### src/rtl/freq_gate_ctrl.sv
// Measurement sequencer for the 6-digit BCD frequency counter: drives CLR/ENA and captures the result.
// Define FREQ_GATE_DBL_SAMPLE_EN for a double-sampled LATCH with retry and a sticky SAMPLE_ERR flag.
module freq_gate_ctrl #(
    parameter int GATE_CYCLES   = 50000000,
    parameter int CLR_CYCLES    = 4,
    parameter int SETTLE_CYCLES = 2
) (
    input  logic        CLK,
    input  logic        RST,
    input  logic        RUN,
    input  logic [23:0] Q_IN,
    output logic        ENA,
    output logic        CLR,
    output logic [23:0] DOUT,
    output logic        DVALID,
    output logic        BUSY,
    output logic        SAMPLE_ERR
);

    localparam int MAX_GC     = (GATE_CYCLES > CLR_CYCLES) ? GATE_CYCLES : CLR_CYCLES;
    localparam int MAX_CYCLES = (MAX_GC > SETTLE_CYCLES) ? MAX_GC : SETTLE_CYCLES;
    localparam int CNT_W      = $clog2(MAX_CYCLES + 1);

    // Counter counts down to zero, so each state loads its length minus one on entry.
    localparam logic [CNT_W-1:0] CLR_LOAD    = CNT_W'(CLR_CYCLES - 1);
    localparam logic [CNT_W-1:0] GATE_LOAD   = CNT_W'(GATE_CYCLES - 1);
    localparam logic [CNT_W-1:0] SETTLE_LOAD = CNT_W'(SETTLE_CYCLES - 1);

    typedef enum logic [2:0] {
        IDLE,
        CLEAR,
        GATE,
        SETTLE,
        LATCH
    } state_t;

    state_t           state, state_nxt;
    logic [CNT_W-1:0] cnt, cnt_nxt;
    logic             capture;

`ifdef FREQ_GATE_DBL_SAMPLE_EN
    logic [23:0] samp, samp_nxt;
    logic        phase, phase_nxt;   // high in the first cycle of a sample pair
    logic [1:0]  tries, tries_nxt;
    logic        err_q, err_nxt;
`endif

    always_comb begin
        // NOTE: every signal written here gets a default first, so no latch is inferred on any path.
        state_nxt = state;
        cnt_nxt   = cnt;
        capture   = 1'b0;
`ifdef FREQ_GATE_DBL_SAMPLE_EN
        samp_nxt  = samp;
        phase_nxt = phase;
        tries_nxt = tries;
        err_nxt   = err_q;
`endif
        unique case (state)
            IDLE: begin
                if (RUN) begin
                    state_nxt = CLEAR;
                    cnt_nxt   = CLR_LOAD;
                end
            end
            CLEAR: begin
                if (cnt == '0) begin
                    state_nxt = GATE;
                    cnt_nxt   = GATE_LOAD;
                end else begin
                    cnt_nxt = cnt - CNT_W'(1);
                end
            end
            GATE: begin
                if (cnt == '0) begin
                    state_nxt = SETTLE;
                    cnt_nxt   = SETTLE_LOAD;
                end else begin
                    cnt_nxt = cnt - CNT_W'(1);
                end
            end
            SETTLE: begin
                if (cnt == '0) begin
                    state_nxt = LATCH;
`ifdef FREQ_GATE_DBL_SAMPLE_EN
                    samp_nxt  = Q_IN;
                    phase_nxt = 1'b1;
                    tries_nxt = 2'd0;
`else
                    capture   = 1'b1;
`endif
                end else begin
                    cnt_nxt = cnt - CNT_W'(1);
                end
            end
            LATCH: begin
`ifdef FREQ_GATE_DBL_SAMPLE_EN
                if (phase) begin
                    // Second sample of the pair; the third failing pair is accepted with an error.
                    phase_nxt = 1'b0;
                    if (Q_IN == samp || tries == 2'd2) begin
                        capture = 1'b1;
                        if (Q_IN != samp) begin
                            err_nxt = 1'b1;
                        end
                    end else begin
                        tries_nxt = tries + 2'd1;
                    end
                end else if (DVALID) begin
                    state_nxt = RUN ? CLEAR : IDLE;
                    cnt_nxt   = CLR_LOAD;
                end else begin
                    samp_nxt  = Q_IN;
                    phase_nxt = 1'b1;
                end
`else
                state_nxt = RUN ? CLEAR : IDLE;
                cnt_nxt   = CLR_LOAD;
`endif
            end
            default: begin
                state_nxt = IDLE;
                cnt_nxt   = CLR_LOAD;
            end
        endcase
    end

    // Outputs are registered from the next state so they line up exactly with the state register.
    always_ff @(posedge CLK or posedge RST) begin
        if (RST) begin
            state  <= IDLE;
            cnt    <= '0;
            ENA    <= 1'b0;
            CLR    <= 1'b1;
            BUSY   <= 1'b0;
            DVALID <= 1'b0;
            DOUT   <= 24'h000000;
        end else begin
            // NOTE: sequential state uses non-blocking assignments so every flop samples pre-edge values.
            state  <= state_nxt;
            cnt    <= cnt_nxt;
            ENA    <= (state_nxt == GATE);
            CLR    <= (state_nxt == IDLE) || (state_nxt == CLEAR);
            BUSY   <= (state_nxt != IDLE);
            DVALID <= capture;
            if (capture) begin
                DOUT <= Q_IN;
            end
        end
    end

`ifdef FREQ_GATE_DBL_SAMPLE_EN
    always_ff @(posedge CLK or posedge RST) begin
        if (RST) begin
            samp  <= 24'h000000;
            phase <= 1'b0;
            tries <= 2'd0;
            err_q <= 1'b0;
        end else begin
            samp  <= samp_nxt;
            phase <= phase_nxt;
            tries <= tries_nxt;
            err_q <= err_nxt;
        end
    end

    assign SAMPLE_ERR = err_q;
`else
    assign SAMPLE_ERR = 1'b0;
`endif

endmodule
### config.mk
export PLATFORM = sky130hd
export DESIGN_NAME = freq_gate_ctrl
export DESIGN_NICKNAME = d
export VERILOG_FILES = /design/src/rtl/freq_gate_ctrl.sv
export SDC_FILE = /design/constraint.sdc
export NUM_CORES = 1
export LEC_CHECK = 0
export CORE_UTILIZATION = 55
export DETAILED_ROUTE_END_ITERATION = 16
export GPL_TIMING_DRIVEN = 0
export PLACE_DENSITY = 0.84
export SETUP_SLACK_MARGIN = 0.4
export SLEW_MARGIN = 5
export SYNTH_ARGS = -nofsm -noshare
export SYNTH_HDL_FRONTEND = slang
export SYNTH_SLANG_ARGS = --single-unit
### constraint.sdc
create_clock -name CLK -period 4.4 [get_ports CLK]
set_clock_uncertainty 0.1 [all_clocks]
set_input_delay 1.1 -clock CLK [delete_from_list [all_inputs] [get_ports CLK]]
set_output_delay 1.1 -clock CLK [all_outputs]
set_load 0.02 [all_outputs]
==> flow_metrics.env, run 1 <==
export IMPL_worst_pin_slew_ns=0.867
export IMPL_synth_edff_count=0
export IMPL_period_needed_ns=3.11
export IMPL_hold_ws_ns=0.370
export IMPL_synth_seq_area_share_pct=50.2
export IMPL_async_reset_ff_share_pct=100
export IMPL_numPlacedInstances=397
export IMPL_holdCritPathClass="reg -> reg"
export IMPL_wirelength_um=6560
export IMPL_cts_num_sinks=57
export IMPL_final_util_pct=75.9
export IMPL_grt_max_degree=42
export IMPL_port_buffers=54
export IMPL_sw_frac_of_total_pct=21.8
export IMPL_cts_hold_buf=0
export IMPL_hold_viol=0
export IMPL_p_switching_uw=229
export IMPL_slowest_stage="nor3_1"
export IMPL_crit_fanout=10
export IMPL_globalplace_congestion=0.885
export IMPL_drtIter0Drc=115
export IMPL_layout_drive_gt1_share_pct=11.0
export IMPL_ys_top_cells_by_count="56 x dfrtp_1, 24 x mux2_1, 20 x o21ai_1"
export IMPL_synth_largest_area_cell="dfrtp_1"
export IMPL_irDropWorstVdd_uv=202
export IMPL_detail_route_wl_per_cell_um=15.9
export IMPL_finalMaxSlewViolations=0
export IMPL_power_frac_comb_pct=3.5
export IMPL_drc_errors=0
export IMPL_cts_tree="built"
export IMPL_dieArea_sq_um=5460
export IMPL_seq_power_share_pct=49.9
export IMPL_layout_cells_non_filler=413
export IMPL_clock_root_buffer="clkbuf_8"
export IMPL_io_pins=56
export IMPL_die_w_um=73.9
export IMPL_fin_crit_sh_pct=70.6
export IMPL_syn2layout_area_growth_pct=29.6
export IMPL_r2r_start="cnt[0]$_DFFE_PP0P_"
export IMPL_start_util_pct=58.6
export IMPL_crit_path_cell_trace="inv_1, ha_1, nor4b_1, nand3_1, or3_1, buf_2, clkbuf_1, nor3_1, o21ai_0, o21ai_1"
export IMPL_endpoint_kind="flop"
export IMPL_worstHoldStart="cnt[18]$_DFFE_PP0P_"
export IMPL_design_core_area_sq_um=4850
export IMPL_p_clk_share_pct=46.6
export IMPL_grt_pass1_wl_um=10600
export IMPL_crit_type="reg -> reg"
export IMPL_cpPeakStageDelay_ns=0.54
export IMPL_finalSetupTns_ns=0
export IMPL_post_cts_buffers=0
export IMPL_r2r_slack_ns=1.29
export IMPL_max_cap_violations=0
export IMPL_synthTopCellsByArea="dfrtp_1 49%, mux2_1 9.5%, o21ai_1 3.5%"
export IMPL_avgSynthCellArea_sq_um=10.3
export IMPL_insertion_delay_ns=0.34
export IMPL_rsz0062_at_grt="false"
export IMPL_outcome="complete, no violations"
export IMPL_gr_total_overflow=0
export IMPL_synth_ff_type="dfrtp_1"
export IMPL_num_vias=2387
export IMPL_yosysMostFrequentCell="dfrtp_1"
export IMPL_hold_depth=1
export IMPL_r2r_end="cnt[22]$_DFFE_PP0P_"
export IMPL_synthDistinctLibCells=43
export IMPL_netlist_instances=275
export IMPL_ant_nets=0
export IMPL_hpwl_um=4610
export IMPL_cp_required_ns=4.56
export IMPL_p_leak_nw=1.54
export IMPL_clk_pin_slew_worst_paths_ns=0.06
export IMPL_reg2reg_depth=10
export IMPL_cts_buffers=9
export IMPL_relSlewSlack_pct=41.7
export IMPL_drt_first_pass_iters=6
export IMPL_grt_total_usage_pct=26.6
export IMPL_avgViaCountPerCell=5.78
export IMPL_syn_cell_area_sq_um=2840
export IMPL_fin_nets=370
export IMPL_htree_levels=3
export IMPL_die_h_um=73.9
export IMPL_synth_top_area_share_pct=49.3
export IMPL_cts_resized=0
export IMPL_fmax_mhz=322
export IMPL_power_density_nw_per_um2=285
export IMPL_ys_seq_elements=57
export IMPL_ys_warn_count=0
export IMPL_cts_path_max_buffers=2
export IMPL_grt_pass1_vias=2207
export IMPL_num_rows=25
export IMPL_finalSetupViolations=0
export IMPL_intPower_uw=821
export IMPL_min_to="cnt[18]$_DFFE_PP0P_"
export IMPL_antenna_found_initial=0
export IMPL_start_kind="flop"
export IMPL_synth_nets=304
export IMPL_diodes=0
export IMPL_arrival_ns=3.26
power by group through the flow:
stage	registers (mW)	logic, mW	clock network, mW
finish	0.524	0.0372	0.489
global route	0.524	0.0413	0.523
CTS	0.524	0.0382	0.496
detailed placement	0.534	0.0378	0
global placement	0.534	0.0346	0
floorplan	0.534	0.00929	0
per-layer routing:
layer | GRT usage [%] | wire length, um
met1 | 34.6 | 2930
met2 | 42.1 | 3030
met3 | 8.64 | 482
met4 | 8.97 | 114
met5 | 0 | 0
layout by cell type (no fill, tap or decap), types with 8 or more instances in the layout:
cell             instances
nand2_1                 18
clkdlybuf4s50_1         54
o21ai_0                 16
nor3_1                  12
dfrtp_1                 56
mux2_1                  24
o21ai_1                 20
nor2_1                  18
a21oi_1                 12
clkbuf_1                 8
clkbuf_8                10
nand3_1                  9
how the worst max path moves through the flow:
stage | startpoint | end | cells after the start
global route | cnt[0]$_DFFE_PP0P_ | cnt[22]$_DFFE_PP0P_ | 10
finish | cnt[0]$_DFFE_PP0P_ | cnt[22]$_DFFE_PP0P_ | 10
detailed placement | RUN | cnt[9]$_DFFE_PP0P_ | 7
CTS | RUN | cnt[9]$_DFFE_PP0P_ | 7
global placement | RST | state[1]$_DFF_PP0_ | 2
floorplan | RST | BUSY$_DFF_PP0_ | 1
registers in the layout (all words and copies together) (netlist names):
| register | flops |
|---|---|
| state | 3 |
| CLR | 1 |
| DOUT | 24 |
| ENA | 1 |
| BUSY | 1 |
| DVALID | 1 |
| cnt | 26 |
per-stage QoR:
step / instance area (sq um) / worst slack [ns] / power (mW)
after floorplan: 2840 / 1.80 / 0.543
after global placement: 3470 / 0.796 / 0.568
after detailed placement: 3490 / 1.08 / 0.572
after CTS: 3680 / 1.38 / 1.06
after global routing: 3680 / 1.11 / 1.09
final: 3680 / 1.29 / 1.05
cell families after synthesis:
kind of cell,after synthesis,share of synthesized area (%)
AOI/OAI and AO/OA,79,17.7
adders and majority gates,2,0.881
DFF,57,50.2
and+or+nand+nor,90,18.1
muxes,24,9.51
other,1,0.132
buffers and inverters,22,3.48
area by class of cell:
class	count	area, sq um
Fill cell	317	1170
Tap cell	67	83.8
Clock inverter	5	55.1
Inverter	8	30.0
Clock buffer	11	141
Multi-Input combinational cell	196	1320
Buffer	14	68.8
Timing Repair Buffer	55	561
Sequential cell	57	1430
worst max-delay path: cells and delay by family, from the launching register on:
family          cells  cell delay (ns)
fa+ha+maj           1             0.15
compound gates      2             0.28
buf+inv             3             0.54
simple gates        4             1.53
flops               1             0.43
No activity file was read; power rests on OpenSTA's default activity.
==> run 2, diff against run 1 <==
--- a/config.mk
+++ b/config.mk
@@ -5,10 +5,10 @@
 export SDC_FILE = /design/constraint.sdc
 export NUM_CORES = 1
 export LEC_CHECK = 0
-export CORE_UTILIZATION = 55
+export CORE_UTILIZATION = 51
 export DETAILED_ROUTE_END_ITERATION = 16
 export GPL_TIMING_DRIVEN = 0
-export PLACE_DENSITY = 0.84
+export PLACE_DENSITY = 0.79
 export SETUP_SLACK_MARGIN = 0.4
 export SLEW_MARGIN = 5
 export SYNTH_ARGS = -nofsm -noshare
==> constraint.sdc (replaced) <==
create_clock -name CLK -period 3 [get_ports CLK]
set_clock_uncertainty 0.1 [all_clocks]
set_input_delay 0.75 -clock CLK [delete_from_list [all_inputs] [get_ports CLK]]
set_output_delay 0.75 -clock CLK [all_outputs]
set_load 0.02 [all_outputs]
==> flow_metrics.env, run 2 (same netlist as run 1, synthesis figures left out) <==
export IMPL_rsz0062_at_grt="true"
export IMPL_crit_fanout=10
export IMPL_cts_path_max_buffers=2
export IMPL_clock_root_buffer="clkbuf_8"
export IMPL_dpl_worst_slack_ns=-0.0163
export IMPL_crit_type="in -> reg"
export IMPL_r2r_slack_ns=0.46
export IMPL_worstHoldStart="DOUT[11]$_DFFE_PP0P_"
export IMPL_layout_drive_gt1_share_pct=18.7
export IMPL_die_h_um=76.6
export IMPL_cts_tree="built"
export IMPL_detail_route_wl_per_cell_um=17.1
export IMPL_p_leak_nw=1.69
export IMPL_syn2layout_area_growth_pct=38.0
export IMPL_fin_ws_ns=0.369
export IMPL_holdCritPathClass="reg -> reg"
export IMPL_antenna_found_initial=0
export IMPL_startpoint="RUN"
export IMPL_hpwl_um=4660
export IMPL_finalMaxSlewViolations=0
export IMPL_crit_path_cell_trace="clkdlybuf4s50_1, nor4_1, inv_1, o31ai_4, buf_4, o21ai_1, o41ai_1"
export IMPL_outcome="complete, no violations"
export IMPL_drt_first_pass_iters=5
export IMPL_grt_max_degree=32
export IMPL_reg_largest_list="cnt x26, DOUT x24, state x3"
export IMPL_hold_viol=0
export IMPL_num_vias=2595
export IMPL_start_kind="input port"
export IMPL_cts_num_sinks=57
export IMPL_fin_crit_sh_pct=87.7
export IMPL_grt_total_usage_pct=25.7
export IMPL_wirelength_um=7390
export IMPL_max_cap_violations=0
export IMPL_globalplace_congestion=0.907
export IMPL_arrival_ns=2.75
export IMPL_ant_nets=0
export IMPL_diodes=0
export IMPL_grt_pass1_vias=2405
export IMPL_final_cell_mix="55 x dfrtp_1, 54 x clkdlybuf4s50_1, 24 x mux2_1, 20 x o21ai_1, 19 x buf_4"
export IMPL_gr_total_overflow=0
export IMPL_cts_buffers=9
export IMPL_grt_pass1_wl_um=11600
export IMPL_relSlewSlack_pct=33.9
export IMPL_cts_hold_buf=0
export IMPL_dieArea_sq_um=5870
export IMPL_layout_commonest_cell="dfrtp_1"
export IMPL_irDropWorstVdd_uv=232
export IMPL_path_buf_inv=3
export IMPL_r2r_start="cnt[1]$_DFFE_PP0P_"
export IMPL_power_density_nw_per_um2=385
export IMPL_critPathTopFamily="buffers and inverters"
export IMPL_min_to="DOUT[11]$_DFFE_PP0P_"
export IMPL_design_core_area_sq_um=5240
export IMPL_period_needed_ns=2.63
export IMPL_worst_pin_slew_ns=0.982
export IMPL_die_w_um=76.6
export IMPL_drtIter0Drc=170
export IMPL_r2r_end="DOUT[8]$_DFFE_PP0P_"
export IMPL_hold_depth=1
export IMPL_num_rows=26
export IMPL_max_flop_register="cnt"
export IMPL_endpoint_kind="flop"
export IMPL_dpl_cell_area_sq_um=3490
export IMPL_io_pins=56
export IMPL_clk_pin_slew_worst_paths_ns=0.06
export IMPL_cp_required_ns=3.12
export IMPL_avgViaCountPerCell=5.99
export IMPL_htree_levels=3
export IMPL_port_buffers=54
export IMPL_insertion_delay_ns=0.34
export IMPL_fin_nets=389
export IMPL_fmax_mhz=380
export IMPL_largest_register_ffs=26
export IMPL_finalSetupViolations=0
export IMPL_reg2reg_depth=10
export IMPL_final_cell_area_sq_um=3920
export IMPL_cpPeakStageDelay_ns=0.76
export IMPL_drc_errors=0
export IMPL_start_util_pct=54.3
export IMPL_slowest_stage="nor4_1"
[run 2: cell count changes in the layout (fill, tap and decap cells not counted), moves of 3 or more]
cell / before / now
buf_4: 3 / 19
nor3_1: 12 / 9
buf_6: 0 / 6
buf_2: 4 / 1
clkbuf_1: 8 / 5
[run 2: worst register-to-register path, cell delays in order, from the launching register on]
cell and delay, ns:
dfrtp_1 0.41, inv_2 0.08, ha_1 0.14, nor4b_4 0.27, nand3_2 0.12, or3_1 0.39
buf_6 0.16, nor3_4 0.12, buf_6 0.15, buf_4 0.15, mux2_1 0.32
[run 2: layer usage]
metal	vias to the layer above	global-route usage [%]	share of wire, %	wire, um
li1	1184	-	-	-
met1	1246	33.7	41	3030
met2	144	39.7	47	3450
met3	21	6.35	9.1	674
met4	0	13.1	3.1	228
met5	-	0	0	0
[run 2: where the power goes]
group / internal (mW) / switching (mW)
Clock: 0.392 / 0.292
Sequential: 0.769 / 0
Combinational: 0.0332 / 0.0215
Total: 1.19 / 0.314
[run 2: cell type report]
class / instances / area [sq um]
Multi-Input combinational cell: 196 / 1390
Clock inverter: 4 / 45.0
Clock buffer: 10 / 138
Inverter: 8 / 30.0
Sequential cell: 57 / 1430
Buffer: 14 / 90.1
Tap cell: 70 / 87.6
Fill cell: 342 / 1320
Timing Repair Buffer: 74 / 714
[run 2: worst max path at each step]
stage	to	slack [ns]	cells after the start
4_1_cts	cnt[4]$_DFFE_PP0P_	0.41	7
3_5_place_dp	cnt[9]$_DFFE_PP0P_	-0.02	7
6_report	cnt[9]$_DFFE_PP0P_	0.37	7
2_1_floorplan	DOUT[0]$_DFFE_PP0P_	0.46	9
3_3_place_gp	state[1]$_DFF_PP0_	-0.27	2
5_1_grt	cnt[2]$_DFFE_PP0P_	0.35	10
[run 2: what timing repair did]
item	CTS	global route
resized for setup	10	22
pin swaps	5	5
cloned	2	0
setup endpoints to repair	49	49
endpoints found under the hold margin	0	0
setup buffers	8	9
[run 2: metrics by stage]
stage               util, %  cells  hold slack, ns  setup TNS [ns]  total power [mW]
finish                 74.8    433           0.382               0              1.51
global route           74.8    433           0.406               0              1.56
CTS                    72.4    424           0.368               0              1.52
detailed placement     66.6    400           0.357         -0.0163             0.838
global placement       66.2    399           0.361          -14.81             0.834
floorplan                 -    275           0.334               0             0.797
==> run 3, diff against run 2 <==
--- a/config.mk
+++ b/config.mk
@@ -5,6 +5,7 @@
 export SDC_FILE = /design/constraint.sdc
 export NUM_CORES = 1
 export LEC_CHECK = 0
+export CORE_MARGIN = 2
 export CORE_UTILIZATION = 51
 export DETAILED_ROUTE_END_ITERATION = 16
 export GPL_TIMING_DRIVEN = 0
==> flow_metrics.env, run 3 (same netlist as run 1, synthesis figures left out) <==
export IMPL_htree_levels=3
export IMPL_io_pins=56
export IMPL_final_util_pct=73.7
export IMPL_fin_ws_ns=0.401
export IMPL_max_flop_register="cnt"
export IMPL_die_w_um=78.6
export IMPL_cts_buffers=9
export IMPL_final_cell_mix="56 x dfrtp_1, 54 x clkdlybuf4s50_1, 20 x o21ai_1, 19 x buf_4"
export IMPL_r2r_start="cnt[18]$_DFFE_PP0P_"
export IMPL_num_rows=27
export IMPL_min_to="DOUT[2]$_DFFE_PP0P_"
export IMPL_reg2reg_depth=8
export IMPL_drc_errors=0
export IMPL_path_buf_inv=3
export IMPL_ant_nets=0
export IMPL_finalSetupViolations=0
export IMPL_grt_busiest_layer="met2"
export IMPL_layout_drive_gt1_share_pct=21.5
export IMPL_max_cap_violations=0
export IMPL_insertion_delay_ns=0.34
export IMPL_hpwl_um=4690
export IMPL_grt_max_degree=39
export IMPL_dpl_cell_area_sq_um=3490
export IMPL_start_util_pct=52.2
export IMPL_num_vias=2614
export IMPL_gr_total_overflow=0
export IMPL_cts_path_max_buffers=2
export IMPL_die_h_um=78.6
export IMPL_final_cell_area_sq_um=4010
export IMPL_grt_total_usage_pct=25.5
export IMPL_cpPeakStageDelay_ns=0.41
export IMPL_avgViaCountPerCell=5.95
export IMPL_cp_required_ns=3.12
export IMPL_globalplace_congestion=0.896
export IMPL_hold_ws_ns=0.386
export IMPL_period_needed_ns=2.60
export IMPL_hold_depth=1
export IMPL_dpl_worst_slack_ns=-0.0231
export IMPL_detail_route_wl_per_cell_um=17.9
export IMPL_slowest_stage="or3_4"
export IMPL_holdCritPathClass="reg -> reg"
export IMPL_crit_fanout=6
export IMPL_design_power_total_mw=1.55
export IMPL_gr_usage_met1_pct=32.2
export IMPL_critPathTopFamily="simple AND/OR/NAND/NOR gates"
export IMPL_start_kind="flop"
export IMPL_clock_root_buffer="clkbuf_8"
export IMPL_finalMaxSlewViolations=0
export IMPL_outcome="complete, no violations"
export IMPL_fin_crit_sh_pct=86.6
export IMPL_reg_largest_list="cnt x26, DOUT x24, state x3"
export IMPL_port_buffers=54
export IMPL_worst_pin_slew_ns=0.641
export IMPL_largest_register_ffs=26
export IMPL_crit_path_cell_trace="or3_4, nand3b_1, or3_1, buf_6, nor3_4, buf_6, buf_6, mux2_1"
export IMPL_power_density_nw_per_um2=386
export IMPL_cts_tree="built"
export IMPL_syn2layout_area_growth_pct=41.0
export IMPL_cts_num_sinks=57
export IMPL_cts_hold_buf=0
export IMPL_arrival_ns=2.72
export IMPL_layout_commonest_cell="dfrtp_1"
export IMPL_drt_first_pass_iters=5
export IMPL_met2_usage_pct=41.2
export IMPL_clk_pin_slew_worst_paths_ns=0.07
export IMPL_r2r_slack_ns=0.40
export IMPL_grt_pass1_vias=2502
export IMPL_antenna_found_initial=0
export IMPL_rsz0062_at_grt="true"
export IMPL_r2r_end="DOUT[20]$_DFFE_PP0P_"
export IMPL_grtUsageMet3_pct=5.40
export IMPL_endpoint_kind="flop"
export IMPL_crit_type="reg -> reg"
export IMPL_fin_nets=391
export IMPL_hold_viol=0
export IMPL_irDropWorstVdd_uv=323
export IMPL_diodes=0
export IMPL_cpMostUsedCell="buf_6"
export IMPL_dieArea_sq_um=6180
export IMPL_design_core_area_sq_um=5440
export IMPL_wirelength_um=7850
export IMPL_grt_pass1_wl_um=12100
export IMPL_worstHoldStart="DOUT[2]$_DFFE_PP0P_"
export IMPL_drtIter0Drc=230
export IMPL_p_leak_nw=1.70
export IMPL_relSlewSlack_pct=56.9
export IMPL_fmax_mhz=385
## run 3: changes by cell type in the layout (fill, tap and decap cells not counted), sizes merged
cell      previous run  this run
clkbuf              17        19
buf                 27        28
clkinv               3         2
clkinvlp             0         2
## run 3: stage by stage
| step | setup TNS (ns) | instances |
|---|---|---|
| CTS | 0 | 432 |
| global placement | -15.24 | 401 |
| floorplan | 0 | 275 |
| detailed placement | -0.0577 | 402 |
| global route | 0 | 439 |
| finish | 0 | 439 |
## run 3: layout make-up
| class | count | area (sq um) |
|---|---|---|
| Fill cell | 361 | 1430 |
| Multi-Input combinational cell | 196 | 1430 |
| Sequential cell | 57 | 1430 |
| Timing Repair Buffer | 76 | 733 |
| Clock buffer | 11 | 141 |
| Buffer | 14 | 98.8 |
| Tap cell | 72 | 90.1 |
| Clock inverter | 5 | 55.1 |
| Inverter | 8 | 30.0 |
## run 3: worst max-delay path by stage
| stage | startpoint | endpoint | slack [ns] | cells past startpoint |
|---|---|---|---|---|
| 6_report | cnt[18]$_DFFE_PP0P_ | DOUT[20]$_DFFE_PP0P_ | 0.40 | 8 |
| 5_1_grt | cnt[1]$_DFFE_PP0P_ | cnt[4]$_DFFE_PP0P_ | 0.34 | 10 |
| 4_1_cts | cnt[17]$_DFFE_PP0P_ | cnt[13]$_DFFE_PP0P_ | 0.38 | 9 |
| 3_5_place_dp | cnt[0]$_DFFE_PP0P_ | cnt[9]$_DFFE_PP0P_ | -0.02 | 10 |
| 3_3_place_gp | RST | cnt[18]$_DFFE_PP0P_ | -0.27 | 2 |
| 2_1_floorplan | cnt[0]$_DFFE_PP0P_ | DOUT[0]$_DFFE_PP0P_ | 0.46 | 9 |
## run 3: timing repair
item / CTS / global route
buffers inserted: 12 / 7
gates resized for setup: 17 / 23
pin swaps: 5 / 7
endpoints found under the setup margin: 50 / 48
gates cloned: 2 / 0
## run 3: power breakdown
part,switching (mW),total [mW],internal [mW]
clock network,0.321,0.724,0.403
logic,0.0218,0.0552,0.0334
registers,0,0.768,0.768
## run 3: metal layers
layer  wire (um)  share of wire [%]
met3         652                8.3
met5           0                  0
met2        3750                 48
met4         236                3.0
met1        3210                 41
## run 3: worst register-to-register path, stage by stage (launching register included)
cell and delay, ns:
dfrtp_1 0.39, or3_4 0.41, nand3b_1 0.24, or3_1 0.40, buf_6 0.16, nor3_4 0.14, buf_6 0.17, buf_6 0.13
mux2_1 0.34
